--- config.mk ---
export PLATFORM = sky130hd
export DESIGN_NAME = hyperram_burst_scheduler
export DESIGN_NICKNAME = d
export VERILOG_FILES = /design/src/rtl/hyperram_burst_scheduler.sv
export SDC_FILE = /design/constraint.sdc
export NUM_CORES = 1
export LEC_CHECK = 0
export ABC_AREA = 1
export CAP_MARGIN = 5
export CORE_MARGIN = 3
export CORE_UTILIZATION = 40
export CTS_CLUSTER_SIZE = 14
export DETAILED_ROUTE_END_ITERATION = 10
export PLACE_DENSITY = 0.71
export SLEW_MARGIN = 20
export SYNTH_ARGS = -nofsm -noshare
export SYNTH_HDL_FRONTEND = slang
export SYNTH_SLANG_ARGS = --single-unit
export TNS_END_PERCENT = 20
--- constraint.sdc ---
create_clock -name clk_50 -period 2.4 [get_ports clk_50]
set_input_delay 0.48 -clock clk_50 [delete_from_list [all_inputs] [get_ports clk_50]]
set_output_delay 0.48 -clock clk_50 [all_outputs]
set_load 0.005 [all_outputs]
--- src/rtl/hyperram_burst_scheduler.sv ---
// hyperram_burst_scheduler
//
// Client-side front end for the HyperRAM controller. It takes one long read
// or write job and cuts it into controller bursts of at most MAX_BURST bytes.
// For each write burst it loads the controller write FIFO first, then queues
// the command. For each read burst it queues the command first, waits for the
// transfer to finish, and then drains the read FIFO into a push-only stream.
//
// Ports
//   clk_50, resetn           : sole clock, asynchronous active-low reset
//   job_start/addr/len/rw    : job request (addr in 16-bit words, len in bytes)
//   job_busy/done/error      : job status (error is a sticky timeout flag)
//   wr_data/valid/ready      : application write byte stream
//   rd_data/valid            : application read byte stream, no backpressure
//   ctl_adr/len/rw/strobe    : controller queue command
//   ctl_busy                 : controller transfer status
//   ctl_wdata/wreq           : controller write FIFO push
//   ctl_rreq/rdata           : controller read FIFO pop, data one cycle later

module hyperram_burst_scheduler #(
  parameter int MAX_BURST = 1280,
  parameter int LEN_W     = 20,
  parameter int TIMEOUT   = 4096
) (
  input  logic             clk_50,
  input  logic             resetn,
  input  logic             job_start,
  input  logic [22:0]      job_addr,
  input  logic [LEN_W-1:0] job_len,
  input  logic             job_rw,
  output logic             job_busy,
  output logic             job_done,
  output logic             job_error,
  input  logic [7:0]       wr_data,
  input  logic             wr_valid,
  output logic             wr_ready,
  output logic [7:0]       rd_data,
  output logic             rd_valid,
  output logic [22:0]      ctl_adr,
  output logic [10:0]      ctl_len,
  output logic             ctl_rw,
  output logic             ctl_strobe,
  input  logic             ctl_busy,
  output logic [7:0]       ctl_wdata,
  output logic             ctl_wreq,
  output logic             ctl_rreq,
  input  logic [7:0]       ctl_rdata
);

  localparam int               TMO_W    = $clog2(TIMEOUT + 1);
  localparam logic [LEN_W-1:0] MAX_LEN  = LEN_W'(MAX_BURST);
  localparam logic [10:0]      MAX_BLEN = 11'(MAX_BURST);
  localparam logic [TMO_W-1:0] TMO_LAST = TMO_W'(TIMEOUT - 1);

  typedef enum logic [3:0] {
    IDLE,
    SETUP,
    LOAD,
    CMD,
    WAIT_START,
    WAIT_END,
    DRAIN,
    NEXT,
    DONE
  } stateT;

  stateT            state;
  logic [22:0]      addr;
  logic [LEN_W-1:0] remain;
  logic             rwLatched;
  logic [10:0]      blen;
  logic [10:0]      cnt;
  logic [TMO_W-1:0] tmo;
  logic             rreqQ;

  // Job sequencer. All outputs except the read stream are registered here.
  // job_busy stays high through the job_done cycle so that a start arriving
  // together with job_done is ignored.
  always_ff @(posedge clk_50 or negedge resetn) begin
    if (!resetn) begin
      state      <= IDLE;
      addr       <= '0;
      remain     <= '0;
      rwLatched  <= 1'b0;
      blen       <= '0;
      cnt        <= '0;
      tmo        <= '0;
      job_busy   <= 1'b0;
      job_done   <= 1'b0;
      job_error  <= 1'b0;
      wr_ready   <= 1'b0;
      ctl_adr    <= '0;
      ctl_len    <= '0;
      ctl_rw     <= 1'b0;
      ctl_strobe <= 1'b0;
      ctl_wdata  <= '0;
      ctl_wreq   <= 1'b0;
      ctl_rreq   <= 1'b0;
    end else begin
      ctl_strobe <= 1'b0;
      ctl_wreq   <= 1'b0;
      job_done   <= 1'b0;
      case (state)
        IDLE: begin
          job_busy <= 1'b0;
          if (job_start && !job_busy) begin
            addr      <= job_addr;
            remain    <= {job_len[LEN_W-1:1], 1'b0};
            rwLatched <= job_rw;
            job_error <= 1'b0;
            job_busy  <= 1'b1;
            state     <= (job_len[LEN_W-1:1] == '0) ? DONE : SETUP;
          end
        end

        SETUP: begin
          blen <= (remain > MAX_LEN) ? MAX_BLEN : remain[10:0];
          cnt  <= '0;
          if (rwLatched) begin
            state <= CMD;
          end else begin
            // A burst is never empty here, so the first byte is always wanted.
            wr_ready <= 1'b1;
            state    <= LOAD;
          end
        end

        LOAD: begin
          if (wr_valid && wr_ready) begin
            ctl_wreq  <= 1'b1;
            ctl_wdata <= wr_data;
            cnt       <= cnt + 11'd1;
            if (cnt + 11'd1 == blen) begin
              wr_ready <= 1'b0;
            end
          end
          if (cnt == blen) begin
            state <= CMD;
          end
        end

        CMD: begin
          ctl_strobe <= 1'b1;
          ctl_adr    <= addr;
          ctl_len    <= blen;
          ctl_rw     <= rwLatched;
          tmo        <= '0;
          state      <= WAIT_START;
        end

        WAIT_START: begin
          if (ctl_busy) begin
            tmo   <= '0;
            state <= WAIT_END;
          end else if (tmo == TMO_LAST) begin
            job_error <= 1'b1;
            state     <= DONE;
          end else begin
            tmo <= tmo + TMO_W'(1);
          end
        end

        WAIT_END: begin
          if (!ctl_busy) begin
            if (rwLatched) begin
              cnt      <= '0;
              ctl_rreq <= 1'b1;
              state    <= DRAIN;
            end else begin
              state <= NEXT;
            end
          end else if (tmo == TMO_LAST) begin
            job_error <= 1'b1;
            state     <= DONE;
          end else begin
            tmo <= tmo + TMO_W'(1);
          end
        end

        // ctl_rreq was raised on entry, so it is high for exactly blen cycles.
        DRAIN: begin
          cnt <= cnt + 11'd1;
          if (cnt + 11'd1 == blen) begin
            ctl_rreq <= 1'b0;
            state    <= NEXT;
          end
        end

        NEXT: begin
          addr   <= addr + 23'(blen[10:1]);
          remain <= remain - LEN_W'(blen);
          state  <= (remain == LEN_W'(blen)) ? DONE : SETUP;
        end

        DONE: begin
          job_done <= 1'b1;
          state    <= IDLE;
        end

        default: state <= IDLE;
      endcase
    end
  end

  // Read return path: FIFO data arrives the cycle after ctl_rreq and is
  // re-registered once more before it reaches the application.
  always_ff @(posedge clk_50 or negedge resetn) begin
    if (!resetn) begin
      rreqQ    <= 1'b0;
      rd_valid <= 1'b0;
      rd_data  <= '0;
    end else begin
      rreqQ    <= ctl_rreq;
      rd_valid <= rreqQ;
      if (rreqQ) begin
        rd_data <= ctl_rdata;
      end
    end
  end

endmodule

==> results.txt, run 1 <==
The number of buffers added to fix hold violations after cts came out at 0. The final-stage net count is 1322. The aggregate negative setup slack is 0 ns. The all-layer global routing usage came out at 0.214. The longest individual stage delay on the worst path is 0.38 ns. The sequential element share of the synthesized area is 0.435.

The count of H-tree levels built during CTS came out at 4. The worst-path maximum fanout is 5. During I/O placement, the number of pins put on the boundary was 124. The worst pin sits at a relative slew slack of 0.502.

The leakage component of the power came out at 5.00 nW. In this run, synthesis produced a sequential element count of 143. The met1 wire length is 10.8 mm. The power consumption is 5.55 mW. The synthesized design contains 0 enable-type register cells. The worst setup path is of the reg2reg kind.

The number of detailed-routing iterations run before antenna repair is 5. The clock root buffer master is sky130_fd_sc_hd__clkbuf_16. The minimum clock period after layout is 2.27 ns. The total nets after synthesis came out at 1186.

The number of clock buffers inserted by TritonCTS came out at 17. The complex-gate fraction of the synthesized area came out at 0.125. Summed over all layers, the global routing overflow is 0. Of the total synthesized cell area, the portion taken by AND, OR, NAND and NOR gates is 0.290.

The average instance in the mapped netlist occupies 7.50 um2. The number of antenna violations at the first check in global routing was 0. The count of nets left with antenna violations once routing finished came out at 0. The kind of start point of the critical path is a flop. The library cell appearing most often on the critical path is sky130_fd_sc_hd__nand2_1. The floorplan die width came out at 149 um. The maximum ir drop on the vdd rail came out at 0.389 mV. The routed wire length on met3 is 1.22 mm.

The highest layer touched by signal routing is met4. The number of diodes is 0. The number of instances in the synthesized netlist is 1096. Dividing total power by cell area gives a power density of 527 nW/um2. The fraction of final layout cells with drive strength greater than 1 came out at 0.0811. The number of remaining DRC errors is 0.

The post-synthesis async set-or-reset flop share is 1.00. The post-synthesis cell area came out at 8230 um2. For this design, the slowest cell found on the critical path is sky130_fd_sc_hd__dfrtp_1. The starting DRC count in detailed routing came out at 586. The maximum operating frequency is 441 MHz.

The number of global-route vias before repair is 7675. The worst hold path belongs to the class in2async. Compared with the post-synthesis result, the final layout area differs by 27.9%. The total core area came out at 19800 um2.

The routed wire length came out at 23.4 mm. The reg2reg setup slack is 0.13 ns. The maximum number of pins on one net before global-route repair came out at 60. Using the TritonRoute via totals, the vias-per-cell ratio works out to 5.21. The final period utilization is 0.945. The number of rows in the core area came out at 51. The max-slew violation count came out at 0. The final count of hold timing violations came to 0. The average wire per standard cell is 15.5 um. The placer's final routability congestion estimate came out at 0.934.

Walking the worst path, the cells encountered are inv_1, ha_1, inv_1, fa_1, nand2_1, a21oi_1, nand2_1, nand2_1, nand3_1, nand2_1, or2_2, nand3_1, nand2_1, nand2_1. The half-perimeter wire length of the detailed placement result came out at 17.6 mm. The count of fill cells added during filler insertion is 1912.

For the final database, setup skew stands at 0.0132 ns. Setup repair after global routing could not meet its margin everywhere. The clock latency of the later-clocked register in the worst-skew pair came out at 0.43 ns. The longest clock path from root to sink contains 2 buffers.

Of the total synthesized cell area, the portion taken by full adders, half adders and majority gates is 0.0399. The XOR/XNOR share of the synthesized area came out at 0.0266. The post-synthesis mux area share came out at 0.0110. The flow ran to the end, and the final reports show no timing, DRC or antenna violations.

Among all flip-flop cells after synthesis, the most frequent one is sky130_fd_sc_hd__dfrtp_1. The vertical extent of the die is 149 um. The clock sink total is 143.

The floorplan die area came out at 22300 um2. TritonCTS built the clock tree. For the pin with the worst max-slew slack, the measured transition is 0.747 ns. The number of buffers added for setup after CTS came out at 0. The clock-pin slew of the registers on the worst-case setup and hold paths came out at 0.06 ns. The count of different cell masters after synthesis came out at 43. Yosys printed 0 warnings. After synthesis, the largest family of logic cells by area is simple AND/OR/NAND/NOR gates. The critical path arrival came out at 2.64 ns. The endpoint required time on the critical path is 2.77 ns. The routed via count came out at 7862.

The routed wire length on met2 came out at 11.0 mm. The count of input and output buffers is 122. The setup violation total in the final timing report came out at 0. The first-pass GRT wire length came out at 38.3 mm.

The initial utilization of the core area, before any placement, comes to 0.414. Max-cap violations in this run came to 0. The post-CTS resize count is 0. The nature of the critical path endpoint is a flop.
==> power by group <==
part | internal [mW] | total (mW) | switching, mW
clock | 1.88 | 2.95 | 1.08
combinational | 0.102 | 0.181 | 0.0793
sequential | 2.41 | 2.41 | 0.000632
total | 4.39 | 5.55 | 1.16
==> Yosys cell counts (2+ instances only) <==
cell | instances | area share
sky130_fd_sc_hd__o21ai_0 | 80 | 0.049
sky130_fd_sc_hd__xor2_1 | 11 | 0.012
sky130_fd_sc_hd__dfrtp_1 | 143 | 0.44
sky130_fd_sc_hd__xnor2_1 | 14 | 0.015
sky130_fd_sc_hd__a21o_1 | 2 | 0.0018
sky130_fd_sc_hd__buf_2 | 6 | 0.0037
sky130_fd_sc_hd__inv_2 | 15 | 0.0068
sky130_fd_sc_hd__nand4_1 | 13 | 0.0099
sky130_fd_sc_hd__nor2_2 | 5 | 0.0038
sky130_fd_sc_hd__fa_1 | 2 | 0.0049
sky130_fd_sc_hd__nor3_1 | 16 | 0.0097
sky130_fd_sc_hd__nand2_2 | 7 | 0.0053
sky130_fd_sc_hd__ha_1 | 23 | 0.035
sky130_fd_sc_hd__o221ai_1 | 6 | 0.0064
sky130_fd_sc_hd__o22ai_1 | 16 | 0.012
sky130_fd_sc_hd__nor2_1 | 88 | 0.040
sky130_fd_sc_hd__nand3_1 | 89 | 0.054
sky130_fd_sc_hd__nand2_1 | 319 | 0.15
sky130_fd_sc_hd__o211ai_1 | 11 | 0.010
sky130_fd_sc_hd__a21oi_1 | 47 | 0.029
sky130_fd_sc_hd__or2_2 | 4 | 0.0030
sky130_fd_sc_hd__nor2_4 | 3 | 0.0041
sky130_fd_sc_hd__o21ai_1 | 7 | 0.0043
sky130_fd_sc_hd__mux2_2 | 8 | 0.011
sky130_fd_sc_hd__buf_1 | 2 | 0.00091
sky130_fd_sc_hd__a31oi_1 | 4 | 0.0030
sky130_fd_sc_hd__nor4_1 | 5 | 0.0038
sky130_fd_sc_hd__clkbuf_1 | 15 | 0.0068
sky130_fd_sc_hd__o21bai_1 | 7 | 0.0064
sky130_fd_sc_hd__nand3b_1 | 3 | 0.0027
sky130_fd_sc_hd__inv_1 | 113 | 0.052
==> cell type report <==
type                    instances  area [um2]  area share
multi-input cells             799        4060       0.386
flip-flops and latches        143        3580       0.340
repair buffers                142        1410       0.134
inverters                     129         484      0.0460
clock buffers                  19         443      0.0421
well taps                     265         332      0.0315
clock inverters                13         210      0.0200
==> routing by layer <==
metal / vias up / GRT usage
li1: 3869 / -
met1: 3741 / 0.291
met2: 231 / 0.352
met3: 21 / 0.0477
met4: 0 / 0.0494
met5: - / 0
==> placed cells by master, fill, tap and decap left out, types with 5 or more instances in the layout <==
cell,n
sky130_fd_sc_hd__nor2_1,88
sky130_fd_sc_hd__mux2_2,8
sky130_fd_sc_hd__o221ai_1,6
sky130_fd_sc_hd__nand4_1,13
sky130_fd_sc_hd__clkbuf_16,17
sky130_fd_sc_hd__o211ai_1,11
sky130_fd_sc_hd__bufinv_16,5
sky130_fd_sc_hd__a21oi_1,46
sky130_fd_sc_hd__nor4_1,5
sky130_fd_sc_hd__inv_1,113
sky130_fd_sc_hd__xor2_1,11
sky130_fd_sc_hd__nor3_1,16
sky130_fd_sc_hd__o21bai_1,7
sky130_fd_sc_hd__dfrtp_1,142
sky130_fd_sc_hd__inv_2,15
sky130_fd_sc_hd__nand3_1,89
sky130_fd_sc_hd__o21ai_0,80
sky130_fd_sc_hd__o22ai_1,16
sky130_fd_sc_hd__o21ai_1,7
sky130_fd_sc_hd__xnor2_1,14
sky130_fd_sc_hd__buf_4,17
sky130_fd_sc_hd__nand2_2,7
sky130_fd_sc_hd__clkdlybuf4s50_1,121
sky130_fd_sc_hd__ha_1,23
sky130_fd_sc_hd__nand2_1,319
==> metrics by stage <==
stage	utilization	cells	cell area [um2]	hold slack (ns)	setup WS (ns)
global placement	0.497	1478	9860	0.394	0.188
floorplan	-	1096	8230	0.184	0.422
CTS	0.530	1510	10500	0.0398	0.134
detailed placement	0.497	1478	9860	0.394	0.149
global route	0.530	1510	10500	0.0567	-0.0261
finish	0.530	1510	10500	0.0135	0.131
==> state kept, by name, indices dropped and copies added (netlist names), 4 cells and up <==
name,count
addr,23
ctl_len,11
cnt,11
rd_data,8
ctl_wdata,8
ctl_adr,23
tmo,13
remain,20
blen,11
state,4
==> worst max-delay path: cells and delay by family (launching register included) <==
family	cells	cell delay, ns
DFF	1	0.38
AOI/OAI and AO/OA	1	0.10
adders and majority gates	2	0.57
and+or+nand+nor	9	1.01
buffers and inverters	2	0.18
==> kinds of logic after synthesis <==
logic type | Yosys count
adders and majority gates | 25
DFF | 143
AOI/OAI and AO/OA | 184
and+or+nand+nor | 557
muxes | 8
buffers and inverters | 154
xor gates and xnor gates | 25
==> path summary, 6_finish.rpt <==
| kind | startpoint | endpoint | cells past startpoint |
|---|---|---|---|
| min in group clk_50 | ctl_rreq | rreqQ | 0 |
| worst min register to register | ctl_rreq | rreqQ | 0 |
| worst max-delay path | remain[0] | remain[14] | 14 |
| max in group asynchronous | resetn | cnt[8] | 2 |
| worst max register to register | remain[0] | remain[14] | 14 |
| worst min-delay path | resetn | ctl_adr[19] | 1 |
Power figures use the tool's default switching activity.
==> run 2, diff against run 1 <==
TNS_END_PERCENT = 5   (was 20)
==> results of run 2 <==
Final layout, timing and power as in run 1 (identical DEF).
==> run 3, diff against run 2 <==
CORE_MARGIN = default   (was 3)
CORE_UTILIZATION = 35   (was 40)
PLACE_DENSITY = 0.65   (was 0.71)
==> run 3 against run 2 <==
Non-clock buffer count is 5 higher. Wire length is 0.80% lower. Register-to-register slack better by 0.06 ns. Sequential power hardly changed.
==> results.txt, run 3 (synthesis gave the netlist of run 1 again) <==
The fraction of power spent switching nets came out at 0.211. The share of the core filled with cells is 0.462. The largest registers in the layout are addr x23, ctl_adr x23, remain x20. The number of I/O pins came out at 124. The count of H-tree levels built during CTS came out at 4. The maximum buffer depth of the clock tree is 2.

Entering global routing, the biggest net connects 48 pins. The half-perimeter wire length of the detailed placement result is 17.4 mm. The average wire per standard cell came out at 14.8 um.

Summed over all failing endpoints, the final setup total negative slack is 0 ns. Once routing completed, OpenROAD measured the worst setup slack at 0.195 ns. The setup violation total in the final timing report came out at 0. The clock latency of the later-clocked register in the worst-skew pair came out at 0.43 ns. The summed area of non-filler cells in the final layout is 10600 um2. Along the worst path, the maximum fanout reaches 5. Cell internal power was estimated by the tool at 4.16 mW. The max-slew violation count is 0. Once detail routing completed, the nets flagged for antenna violations numbered 0. The maximum operating frequency came out at 453 MHz.

The total grt overflow came out at 0. After detailed routing, the number of remaining DRC violations is 0. The number of diodes came out at 0.

For the worst setup path, the data required time is 2.72 ns. The final period utilization is 0.919. The tree built by TritonCTS fans out to 143 sinks. From bottom edge to top edge, the die measures 155 um. The final worst clock skew is 0.00928 ns. The count of fill cells added during filler insertion came out at 2307. The worst setup slack before clock tree synthesis came out at 0.162 ns. The effective utilization at floorplan came out at 0.360.

The clock tree from TritonCTS is done. After floorplanning, the core was sized to cover 22800 um2. The floorplan die width is 155 um. The library cell used most frequently in the layout, excluding fill and tap cells, is sky130_fd_sc_hd__nand2_1. The power density of the placed cells came out at 500 nW/um2. The leakage component of the power is 5.00 nW. The register share of total power is 0.457.

The routed wire length came out at 23.2 mm. Before antenna repair, the detailed router went through 6 iterations. The max-cap violation count came out at 0. The count of buffers added on input and output ports is 122. The number of antenna violations at the first check in global routing came to 0.

Counting I/O delays and the setup requirement, the final critical path takes 2.21 ns. The routed via count is 7777. The library cells used most frequently in the layout, excluding fill and tap cells, are sky130_fd_sc_hd__nand2_1, sky130_fd_sc_hd__dfrtp_1, sky130_fd_sc_hd__clkdlybuf4s50_1.

The placer's final routability congestion estimate is 0.907. The fraction of final layout cells with drive strength greater than 1 is 0.0856. The maximum ir drop on the vdd rail came out at 0.403 mV. In this run, CTS created clock tree buffers numbering 17.

Setup repair after global routing could not meet its margin everywhere. The final-stage net count is 1327. The switching power is 1.11 mW. The post-place instance area is 9960 um2.

The relative max-transition margin is 0.619. The final count of hold timing violations is 0. The floorplan die area is 24100 um2.

The actual slew at the worst max-slew pin is 0.570 ns. By startpoint and endpoint, the worst setup path is classified as reg2reg. The min-delay analysis places its worst path in the category in2async.

STA classifies the critical path startpoint as a flop. The number of buffers added for setup after CTS came out at 0. Data arrives at the worst endpoint at 2.52 ns.

The number of global-route vias before repair came to 7514. The root buffer cell chosen for the clock tree is sky130_fd_sc_hd__clkbuf_16. The run finished with clean final reports. The number of rows in the core area is 55. The first-pass GRT wire length is 38.6 mm. The number of vias per cell came out at 4.98. STA classifies the critical path endpoint as a flop. In the global route stage, overall resource usage came out at 0.203. The relative area change from synthesis to final layout is 28.4%. The share of power burned in combinational logic came out at 0.035. Clock-pin slew was measured on the worst setup and hold paths at 0.06 ns.

The starting DRC count in detailed routing came out at 527. The proportion of power drawn by the clock network came out at 0.507.
## run 3: cell types whose count changed in the layout (fill, tap and decap cells not counted), moves of 2 or more
cell	before	now
sky130_fd_sc_hd__o21ai_0	80	78
sky130_fd_sc_hd__inv_6	2	0
sky130_fd_sc_hd__o21ai_1	7	9
sky130_fd_sc_hd__clkinv_2	2	6
sky130_fd_sc_hd__nand2_2	7	9
sky130_fd_sc_hd__nand2_1	319	317
sky130_fd_sc_hd__clkinv_4	2	0
sky130_fd_sc_hd__buf_4	17	22
sky130_fd_sc_hd__bufinv_16	5	3
## run 3: worst paths after layout
| kind | startpoint | end | slack [ns] | cells after the start |
|---|---|---|---|---|
| worst max-delay path | remain[0] | remain[12] | 0.19 | 14 |
| worst min-delay path | resetn | ctl_adr[18] | 0.0005 | 1 |
| worst max register to register | remain[0] | remain[12] | 0.19 | 14 |
| worst min register to register | ctl_rreq | rreqQ | 0.42 | 0 |
| max in group asynchronous | resetn | rd_data[2] | 1.74 | 2 |
| min in group clk_50 | ctl_rreq | rreqQ | 0.42 | 0 |
## run 3: metrics by stage
step / total power, mW / cells / hold WS (ns)
global placement: 2.65 / 1531 / 0.414
CTS: 5.35 / 1563 / 0.00839
floorplan: 2.47 / 1096 / 0.184
global route: 5.46 / 1563 / 0.0263
detailed placement: 2.65 / 1531 / 0.414
finish: 5.28 / 1563 / 0.000474
## run 3: what timing repair did
| action | 4_1_cts | 5_1_grt |
|---|---|---|
| setup endpoints to repair | 0 | 8 |
| endpoints found under the hold margin | 0 | 0 |
| gates resized for setup | 0 | 6 |
| hold buffers | 0 | 0 |
## run 3: critical path, cell delays in order (launching register included)
cell,delay (ns)
sky130_fd_sc_hd__dfrtp_1,0.38
sky130_fd_sc_hd__inv_1,0.10
sky130_fd_sc_hd__ha_2,0.19
sky130_fd_sc_hd__inv_1,0.08
sky130_fd_sc_hd__fa_1,0.40
sky130_fd_sc_hd__nand2_2,0.10
sky130_fd_sc_hd__a21oi_1,0.10
sky130_fd_sc_hd__nand2_1,0.09
sky130_fd_sc_hd__nand2_2,0.09
sky130_fd_sc_hd__nand2_1,0.07
sky130_fd_sc_hd__nand2_1,0.11
sky130_fd_sc_hd__a21oi_1,0.19
sky130_fd_sc_hd__nand2_1,0.07
sky130_fd_sc_hd__nand3_1,0.09
sky130_fd_sc_hd__nand2_1,0.05
## run 3: layout make-up
| cell class | count | area [um2] | area share |
|---|---|---|---|
| Clock buffer | 20 | 447 | 0.0423 |
| Clock inverter | 12 | 143 | 0.0135 |
| Inverter | 129 | 484 | 0.0459 |
| Multi-Input combinational cell | 799 | 4070 | 0.385 |
| Sequential cell | 143 | 3580 | 0.339 |
| Tap cell | 313 | 392 | 0.0371 |
| Timing Repair Buffer | 147 | 1450 | 0.137 |
## run 3: power by group through the flow
| stage | Sequential, mW | Combinational (mW) | Clock, mW |
|---|---|---|---|
| CTS | 2.41 | 0.191 | 2.75 |
| global placement | 2.46 | 0.190 | 0 |
| detailed placement | 2.46 | 0.191 | 0 |
| global route | 2.41 | 0.204 | 2.84 |
| finish | 2.41 | 0.186 | 2.68 |
| floorplan | 2.46 | 0.00885 | 0 |
## run 3: per-layer routing
metal / routed length (um) / part of all wire / vias up / global-route usage
met3: 1220 / 0.053 / 26 / 0.0320
met2: 10600 / 0.46 / 214 / 0.328
li1: - / - / 3878 / -
met4: 316 / 0.014 / 0 / 0.0481
met1: 11000 / 0.47 / 3659 / 0.285
met5: 0 / 0 / - / 0
